`src/rtl/battle_pkg.sv`:
```
// Shared battle definitions: game state codes seen by the sequencer, the turn
// modules and the top-level pixel mux.
package battle_pkg;

  typedef enum logic [3:0] {
    ST_MENU       = 4'b0000,
    ST_PLAYER_ATK = 4'b0001,
    ST_ENEMY_ATK  = 4'b0010,
    ST_TITLE      = 4'b1010,
    ST_GAME_OVER  = 4'b1110,
    ST_WIN        = 4'b1111
  } state_t;

  localparam logic [3:0] MENU_CODE       = 4'b0000;
  localparam logic [3:0] PLAYER_ATK_CODE = 4'b0001;
  localparam logic [3:0] ENEMY_ATK_CODE  = 4'b0010;
  localparam logic [3:0] TITLE_CODE      = 4'b1010;
  localparam logic [3:0] GAME_OVER_CODE  = 4'b1110;
  localparam logic [3:0] WIN_CODE        = 4'b1111;

  function automatic logic is_turn(input state_t s);
    return (s == ST_PLAYER_ATK) || (s == ST_ENEMY_ATK);
  endfunction

endpackage

```
`src/rtl/turn_sequencer_rise_edge.sv`:
```
// One-bit rising-edge detector with a registered pulse output, so the pulse
// appears one cycle after the first high sample of the level.
module rise_edge (
  input  logic clk,
  input  logic rst,
  input  logic level,
  output logic pulse
);

  logic prev_r;

  // Previous-level register and registered edge pulse.
  always_ff @(posedge clk) begin
    if (rst) begin
      prev_r <= 1'b0;
      pulse  <= 1'b0;
    end else begin
      prev_r <= level;
      pulse  <= level & ~prev_r;
    end
  end

endmodule

```
`src/rtl/turn_sequencer.sv`:
```
// Battle state machine: initiates each attack turn by changing state_out and
// waits for the active turn module's busy/finished handshake.
module turn_sequencer
  import battle_pkg::*;
#(
  parameter int ACK_TIMEOUT = 1000,
  parameter int HP_W        = 11,
  parameter int ROUND_W     = 8
) (
  input  logic               clk,
  input  logic               rst,
  input  logic               start_in,
  input  logic               confirm_in,
  input  logic               player_busy_in,
  input  logic               player_finished_in,
  input  logic               enemy_busy_in,
  input  logic               enemy_finished_in,
  input  logic [HP_W-1:0]    enemy_hp_in,
  input  logic [HP_W-1:0]    player_hp_in,
  output logic [3:0]         state_out,
  output logic [ROUND_W-1:0] round_out,
  output logic               restart_out,
  output logic               fault_out
);

  localparam int TMR_W = $clog2(ACK_TIMEOUT + 1);
  localparam logic [TMR_W-1:0] TMR_LAST = TMR_W'(ACK_TIMEOUT - 1);

  state_t             state_r;
  state_t             next_state_s;
  logic               busy_seen_r;
  logic [TMR_W-1:0]   timer_r;
  logic [ROUND_W-1:0] round_r;
  logic               restart_r;
  logic               fault_r;
  logic               start_edge_s;
  logic               confirm_edge_s;
  logic               turn_busy_s;
  logic               turn_fin_s;
  logic               accept_s;
  logic               timeout_s;
  logic               restart_set_s;
  logic               round_inc_s;
  logic               fault_set_s;
  logic               state_change_s;

  rise_edge u_start_edge (
    .clk   (clk),
    .rst   (rst),
    .level (start_in),
    .pulse (start_edge_s)
  );

  rise_edge u_confirm_edge (
    .clk   (clk),
    .rst   (rst),
    .level (confirm_in),
    .pulse (confirm_edge_s)
  );

  // Next-state decision; only the active turn module's handshake is looked at.
  always_comb begin
    next_state_s  = state_r;
    restart_set_s = 1'b0;
    round_inc_s   = 1'b0;
    fault_set_s   = 1'b0;
    turn_busy_s   = 1'b0;
    turn_fin_s    = 1'b0;
    if (state_r == ST_PLAYER_ATK) begin
      turn_busy_s = player_busy_in;
      turn_fin_s  = player_finished_in;
    end else if (state_r == ST_ENEMY_ATK) begin
      turn_busy_s = enemy_busy_in;
      turn_fin_s  = enemy_finished_in;
    end else begin
      turn_busy_s = 1'b0;
      turn_fin_s  = 1'b0;
    end
    // A finished level without any busy this turn is stale from the last turn.
    accept_s  = turn_fin_s & (busy_seen_r | turn_busy_s);
    timeout_s = (timer_r == TMR_LAST) & ~busy_seen_r & ~turn_busy_s;
    case (state_r)
      ST_TITLE: begin
        if (start_edge_s) begin
          next_state_s  = ST_MENU;
          restart_set_s = 1'b1;
        end else begin
          next_state_s = ST_TITLE;
        end
      end
      ST_MENU: begin
        if (confirm_edge_s) begin
          next_state_s = ST_PLAYER_ATK;
        end else begin
          next_state_s = ST_MENU;
        end
      end
      ST_PLAYER_ATK: begin
        if (accept_s) begin
          next_state_s = (enemy_hp_in == {HP_W{1'b0}}) ? ST_WIN : ST_ENEMY_ATK;
        end else if (timeout_s) begin
          next_state_s = ST_MENU;
          fault_set_s  = 1'b1;
        end else begin
          next_state_s = ST_PLAYER_ATK;
        end
      end
      ST_ENEMY_ATK: begin
        if (player_hp_in == {HP_W{1'b0}}) begin
          next_state_s = ST_GAME_OVER;
        end else if (accept_s) begin
          next_state_s = ST_MENU;
          round_inc_s  = 1'b1;
        end else if (timeout_s) begin
          next_state_s = ST_MENU;
          fault_set_s  = 1'b1;
        end else begin
          next_state_s = ST_ENEMY_ATK;
        end
      end
      ST_GAME_OVER, ST_WIN: begin
        if (start_edge_s) begin
          next_state_s = ST_TITLE;
        end else begin
          next_state_s = state_r;
        end
      end
      default: next_state_s = ST_TITLE;
    endcase
    state_change_s = (next_state_s != state_r);
  end

  // State register and the pulse/sticky outputs derived from the decision.
  always_ff @(posedge clk) begin
    if (rst) begin
      state_r   <= ST_TITLE;
      restart_r <= 1'b0;
      fault_r   <= 1'b0;
    end else begin
      state_r   <= next_state_s;
      restart_r <= restart_set_s;
      fault_r   <= fault_r | fault_set_s;
    end
  end

  // Handshake tracking and the acknowledge watchdog, both restarted per state.
  always_ff @(posedge clk) begin
    if (rst) begin
      busy_seen_r <= 1'b0;
      timer_r     <= {TMR_W{1'b0}};
    end else if (state_change_s) begin
      busy_seen_r <= 1'b0;
      timer_r     <= {TMR_W{1'b0}};
    end else if (is_turn(state_r)) begin
      busy_seen_r <= busy_seen_r | turn_busy_s;
      timer_r     <= busy_seen_r ? timer_r : timer_r + TMR_W'(1);
    end else begin
      busy_seen_r <= busy_seen_r;
      timer_r     <= timer_r;
    end
  end

  // Completed-round counter, saturating at all-ones.
  always_ff @(posedge clk) begin
    if (rst) begin
      round_r <= {ROUND_W{1'b0}};
    end else if (round_inc_s && (round_r != {ROUND_W{1'b1}})) begin
      round_r <= round_r + ROUND_W'(1);
    end else begin
      round_r <= round_r;
    end
  end

  assign state_out   = state_r;
  assign round_out   = round_r;
  assign restart_out = restart_r;
  assign fault_out   = fault_r;

endmodule

```
`config.mk`:
```
export PLATFORM = sky130hd
export DESIGN_NAME = turn_sequencer
export DESIGN_NICKNAME = d
export VERILOG_FILES = /design/src/rtl/battle_pkg.sv /design/src/rtl/turn_sequencer_rise_edge.sv /design/src/rtl/turn_sequencer.sv
export SDC_FILE = /design/constraint.sdc
export NUM_CORES = 1
export LEC_CHECK = 0
export ABC_AREA = 1
export CAP_MARGIN = 15
export CORE_AREA = 2 2 66 56
export CTS_CLUSTER_SIZE = 25
export DETAILED_ROUTE_END_ITERATION = 6
export DIE_AREA = 0 0 68 58
export GPL_TIMING_DRIVEN = 0
export PLACE_DENSITY = 0.89
export SETUP_SLACK_MARGIN = 0.5
export SLEW_MARGIN = 0
export SYNTH_ARGS = -nofsm -noshare
export SYNTH_HDL_FRONTEND = slang
export SYNTH_SLANG_ARGS = --single-unit
```
`constraint.sdc`:
```
create_clock -name clk -period 4.1 [get_ports clk]
set_input_delay 0.41 -clock clk [delete_from_list [all_inputs] [get_ports clk]]
set_output_delay 0.41 -clock clk [all_outputs]
set_load 0.005 [all_outputs]
```
* Yosys cells after proc, flatten, opt, wreduce, memory -nomap -nowiden *
Cells that the tools add are included.
Widths: inputs -> output; s select.

cells by class
  reductions and logical operators = 9
  add/subtract/negate cells = 2
  mux-type cells = 22
  bitwise gates (word level) = 12
  equal/unequal tests = 8

operators by type and width
  kind                   count
  $logic_not 11->1       2
  $mux 4                 5
  $pmux 4 s5             1
  $mux 1                 13
  $eq 4x4->1 const B     3
  $add 10x1->10 const B  1
  $eq 10x10->1 const B   1
  $add 8x1->8 const B    1
  $ne 8x8->1 const B     1
  $reduce_or 2->1        3
  $and 1x1->1            5
  $not 1->1              5
  $eq 4x1->1 const B     1
  $eq 4x2->1 const B     1
  $logic_not 4->1        1
  $mux 2                 2
  $ne 4x4->1             1
  $or 1x1->1             2
  $pmux 1 s2             1
  $reduce_and 2->1       1
  $logic_and 1x1->1      1
  $logic_or 1x1->1       1

storage, ports and cells
  input port bits = 30
  output and inout bits = 14
  flip-flop bits (word level) = 29

* Longest topological paths before layout *
  word-level depth = 11
  depth in mapped cells = 15
  gate-level depth less buffers = 14

* By module *
A second synthesis with hierarchy kept.

second synthesis, totals
  cell total of the unflattened synthesis = 228
  area total of the unflattened synthesis = 1654.1 µm²

by module, submodules not included
  module          instances  cells each  area an instance (µm²)
  turn_sequencer  1          216         1534.0
  rise_edge       2          6           60.1

* Worst setup path after synthesis *
OpenSTA, ideal clock, no wires.

  path type = flip-flop to flip-flop
  from = register state_r[1], in the netlist state_out[1]
  to = register timer_r[0]
  library setup time = 116 ps
  cell stages (with the launch flop) = 16
  arrival = 1463 ps
  period minus slack after synthesis = 1579 ps
  path buffers = 2
  slack = 2521 ps
  cells stage by stage = dfxtp_1 buf_4 nand2_1 nor2_2 nand2_2 nand2_2 nand2_2 nor2_2 nor2_2 nand2_1 nand2_1 nand2_1 nor2_2 nand2_2 buf_6 nor2_2

between the ends
  word-level cells in the longest chain between the ends = 11
  elaborated cells between the ends (all ways) = 26
  classes of those cells = eq/ne: 6; mux: 11; bitwise: 4; reduce/logical: 5

ends and longest elaborated chain
  item                              line                                                          source
  start: declaration                turn_sequencer.sv:29                                          state_t state_r;
  start signal: assignment          turn_sequencer.sv:140                                         state_r <= next_state_s;
  $eq 4x2->1                        battle_pkg.sv:22, turn_sequencer.sv:72, turn_sequencer.sv:82
  $mux 1                            turn_sequencer.sv:72                                          end else if (state_r == ST_ENEMY_ATK) begin
  $mux 1                            turn_sequencer.sv:69                                          if (state_r == ST_PLAYER_ATK) begin
  $not 1->1                         turn_sequencer.sv:81                                          timeout_s = (timer_r == TMR_LAST) & ~busy_seen_r & ~turn_busy_s;
  $and 1x1->1                       turn_sequencer.sv:81
  $mux 2                            turn_sequencer.sv:114                                         end else if (timeout_s) begin
  $mux 2                            turn_sequencer.sv:111                                         end else if (accept_s) begin
  $mux 4                            turn_sequencer.sv:109                                         if (player_hp_in == {HP_W{1'b0}}) begin
  $pmux 4 s5                        turn_sequencer.sv:82                                          case (state_r)
  $ne 4x4->1                        turn_sequencer.sv:130                                         state_change_s = (next_state_s != state_r);
  $reduce_or 2->1 (no source line)  n/a
  end signal: assignment            turn_sequencer.sv:150                                         timer_r <= {TMR_W{1'b0}};
  end signal: assignment            turn_sequencer.sv:153                                         timer_r <= {TMR_W{1'b0}};
  end signal: assignment            turn_sequencer.sv:156                                         timer_r <= busy_seen_r ? timer_r : timer_r + TMR_W'(1);
  end: declaration                  turn_sequencer.sv:32                                          logic [TMR_W-1:0] timer_r;

Several ways; a longest one is shown, not always the timed one.
A chain may end at the register's enable or synchronous reset.

* Worst setup path in the final report *
  from = input port player_hp_in[9]
  to = register timer_r[8]

between the ends
  word-level cells in the longest chain between the ends = 5

ends and longest elaborated chain
  item                              line                   source
  start: declaration                turn_sequencer.sv:19   input logic [HP_W-1:0] player_hp_in,
  $logic_not 11->1                  turn_sequencer.sv:109
  $mux 4                            turn_sequencer.sv:109
  $pmux 4 s5                        turn_sequencer.sv:82
  $ne 4x4->1                        turn_sequencer.sv:130
  $reduce_or 2->1 (no source line)  n/a

Every way passes these cells.

==> results.toml <==
[clocking]
post_cts_buffers = 0
cts_root_buf = "clkbuf_8"
cts.clk_slew.worst_paths_ns = 0.06
hold_buffers = 0
cts_buffers = 5
htreeDepth = 2
clkSinkCount = 29
cts_resized = 0
insertion_delay_ns = 0.28
cts_tree = "built"
clk_path_buf_depth = 2

[setup_path]
cp-end-kind = "flip-flop"
cp-start-kind = "input pin"
cp.arrival_ns = 2.11
crit_path_cell_trace = "clkdlybuf4s50_1, nor2_1, nand2_1, nor2_1, nand3_1, o21ai_1, inv_1, nand3_1, nand2_1, nor2_1, nand2_2, buf_6, nor2_2"
worstPathMaxFanout = 10
reg2reg_depth = 12
cp.required_ns = 4.31
max_stage_delay_ns = 0.39
slowest_stage = "clkdlybuf4s50_1"
r2r-end = "timer_r[8]"
crit_type = "input pin to flip-flop"
crit_top_cell = "nor2_1"
r2r_start = "state_out[1]"
ff2ff_setup_slack_ns = 2.22

[floorplan]
initial_core_util_pct = 50.0
ios = 44
die_area_sq_um = 3940
rows = 19
die_w_um = 68
die_h_um = 58
core_area_sq_um = 3280

[finish]
num-nets-final = 308
drive_above_1_share_pct = 16.4
final_cell_mix = "clkdlybuf4s50_1 (43), nand2_1 (30), inv_1 (30), nor2_1 (29), dfxtp_1 (29)"
areaGrowthSynthToFinish_pct = 34.0
fin_util_pct = 66.9
layout.cells.non_filler = 317
n_antenna_cell = 0
final_common_cell = "clkdlybuf4s50_1"

[logic_synthesis]
syn_area_sq_um = 1640
seq_area_frac_synth_pct = 35.4
yosysWarningCount = 0
synth_top_area_cell = "dfxtp_1"
syn_inst = 226
synth_seq_cells = 29
avgSynthCellArea_sq_um = 7.25
ys_types = 29
synth_fp_nets = 258
synth_top_area_share_pct = 35.4
synthTopCellsByArea = "dfxtp_1 (35%), nand3_1 (7.9%), inv_1 (6.9%), nand2_1 (6.9%), nor2_1 (6.6%)"

[worst_hold_path]
holdPathEnd = "u_start_edge.pulse"
hold_depth = 1
worstHoldStart = "u_start_edge.prev_r"
hp-class = "flip-flop to flip-flop"

[timing]
setup_viol = 0
rsz0062_at_grt = "false"
worstMarginPinSlew_ns = 0.419
hold_viol = 0
fin_crit_sh_pct = 46.3
fin_crit_ns = 1.90
relSlewSlack_pct = 72.1
max_freq_ghz = 0.527
setup_tns_ns = 0
clock_skew_ns = 0.00713
slew_viol_final = 0
timing.final.ws_setup_ns = 2.20

[grt]
grt_pass1_wl_mm = 5.85
gr-total-overflow = 0
antenna_found_initial = 0
grt_most_used_layer = "met2"
grt_use_met3_pct = 6.80
grt_util_met2_pct = 30.5
grt_max_degree = 11
grt_pass1_vias = 1384
grt_usage_pct = 19.9
use_met1_pct = 25.3

[drt]
ant_nets = 0
dr.first_iter.drc_count = 69
vias_per_cell = 4.87
routedWlPerCell_um = 11.3
vias = 1544
drc = 0
routed_wl_mm = 3.58
drt_first_pass_iters = 5

[power]
leakage_nw = 0.947
pwr_density_cell_nw_per_um2 = 337
ir_drop_mv = 0.268
power_mw = 0.739

[placed_design]
dp_hpwl_mm = 2.78
preCtsSetupSlack_ns = 1.95
gp_congestion = 0.861
port_buffers = 43
dp.cells = 311

[run_status]
outcome = "finished, final reports clean"

[run]
maxCapViolCount = 0
## cell usage after synthesis (all sizes together)
cell type and count:
nor2 47, nand2 37, inv 34, nand3 30, dfxtp 29, a21oi 10
nand4 10, xor2 8, xnor2 4, buf 3, nor3 3, o21ai 3
ha 2, and2 1, clkbuf 1, mux2i 1, nor3b 1, o21bai 1
o31ai 1
## kinds of logic after synthesis
family | Yosys count | share of synthesized area, %
DFF | 29 | 35.4
xor gates and xnor gates | 12 | 6.41
AOI/OAI and AO/OA | 15 | 4.89
muxes | 1 | 0.611
and+or+nand+nor | 129 | 41.5
adders and majority gates | 2 | 1.53
buffers and inverters | 38 | 9.62
## how the worst max path moves through the flow
stage	from	to	slack, ns	cells past startpoint
6_report	player_hp_in[9]	timer_r[8]	2.20	13
5_1_grt	player_hp_in[9]	timer_r[8]	2.04	13
4_1_cts	state_out[1]	timer_r[0]	2.20	12
3_5_place_dp	player_hp_in[9]	timer_r[0]	1.95	13
3_3_place_gp	player_hp_in[0]	round_out[6]	1.99	9
2_1_floorplan	state_out[1]	timer_r[0]	2.52	15
## report_power, final
part / switching (mW) / internal, mW / leakage (nW)
clock network: 0.0976 / 0.111 / 0.0399
registers: 0.0130 / 0.294 / 0.235
logic: 0.126 / 0.0971 / 0.672
## area by class of cell
cell class | instances | area, sq um
Multi-Input combinational cell | 159 | 901
Clock inverter | 1 | 5.00
Clock buffer | 5 | 68.8
Sequential cell | 29 | 581
Buffer | 4 | 30.0
Fill cell | 276 | 1080
Timing Repair Buffer | 43 | 430
Inverter | 34 | 128
Tap cell | 42 | 52.6
## worst max-delay path, delay by kind of cell
kind / cells / cell delay, ns
AOI/OAI and AO/OA: 1 / 0.10
buffers and inverters: 3 / 0.64
and+or+nand+nor: 9 / 0.95
## per-layer routing
metal | wire, um | share of wire, %
met5 | 0 | 0
met4 | 87 | 2.4
met1 | 1540 | 43
met2 | 1570 | 44
met3 | 380 | 11
## registers in the layout, indices dropped and copies added, names as in the netlist
name	flops
busy_seen_r	1
fault_out	1
restart_out	1
round_out	8
state_out	4
timer_r	10
u_confirm_edge.prev_r	1
u_confirm_edge.pulse	1
u_start_edge.prev_r	1
u_start_edge.pulse	1
## per-stage QoR
| stage | area, sq um | hold slack, ns |
|---|---|---|
| after CTS | 2200 | 0.384 |
| final | 2200 | 0.381 |
| after detailed placement | 2120 | 0.377 |
| after global routing | 2200 | 0.411 |
| after floorplan | 1640 | 0.373 |
| after global placement | 2120 | 0.377 |
Note: power is estimated with default switching activity, not from simulation.
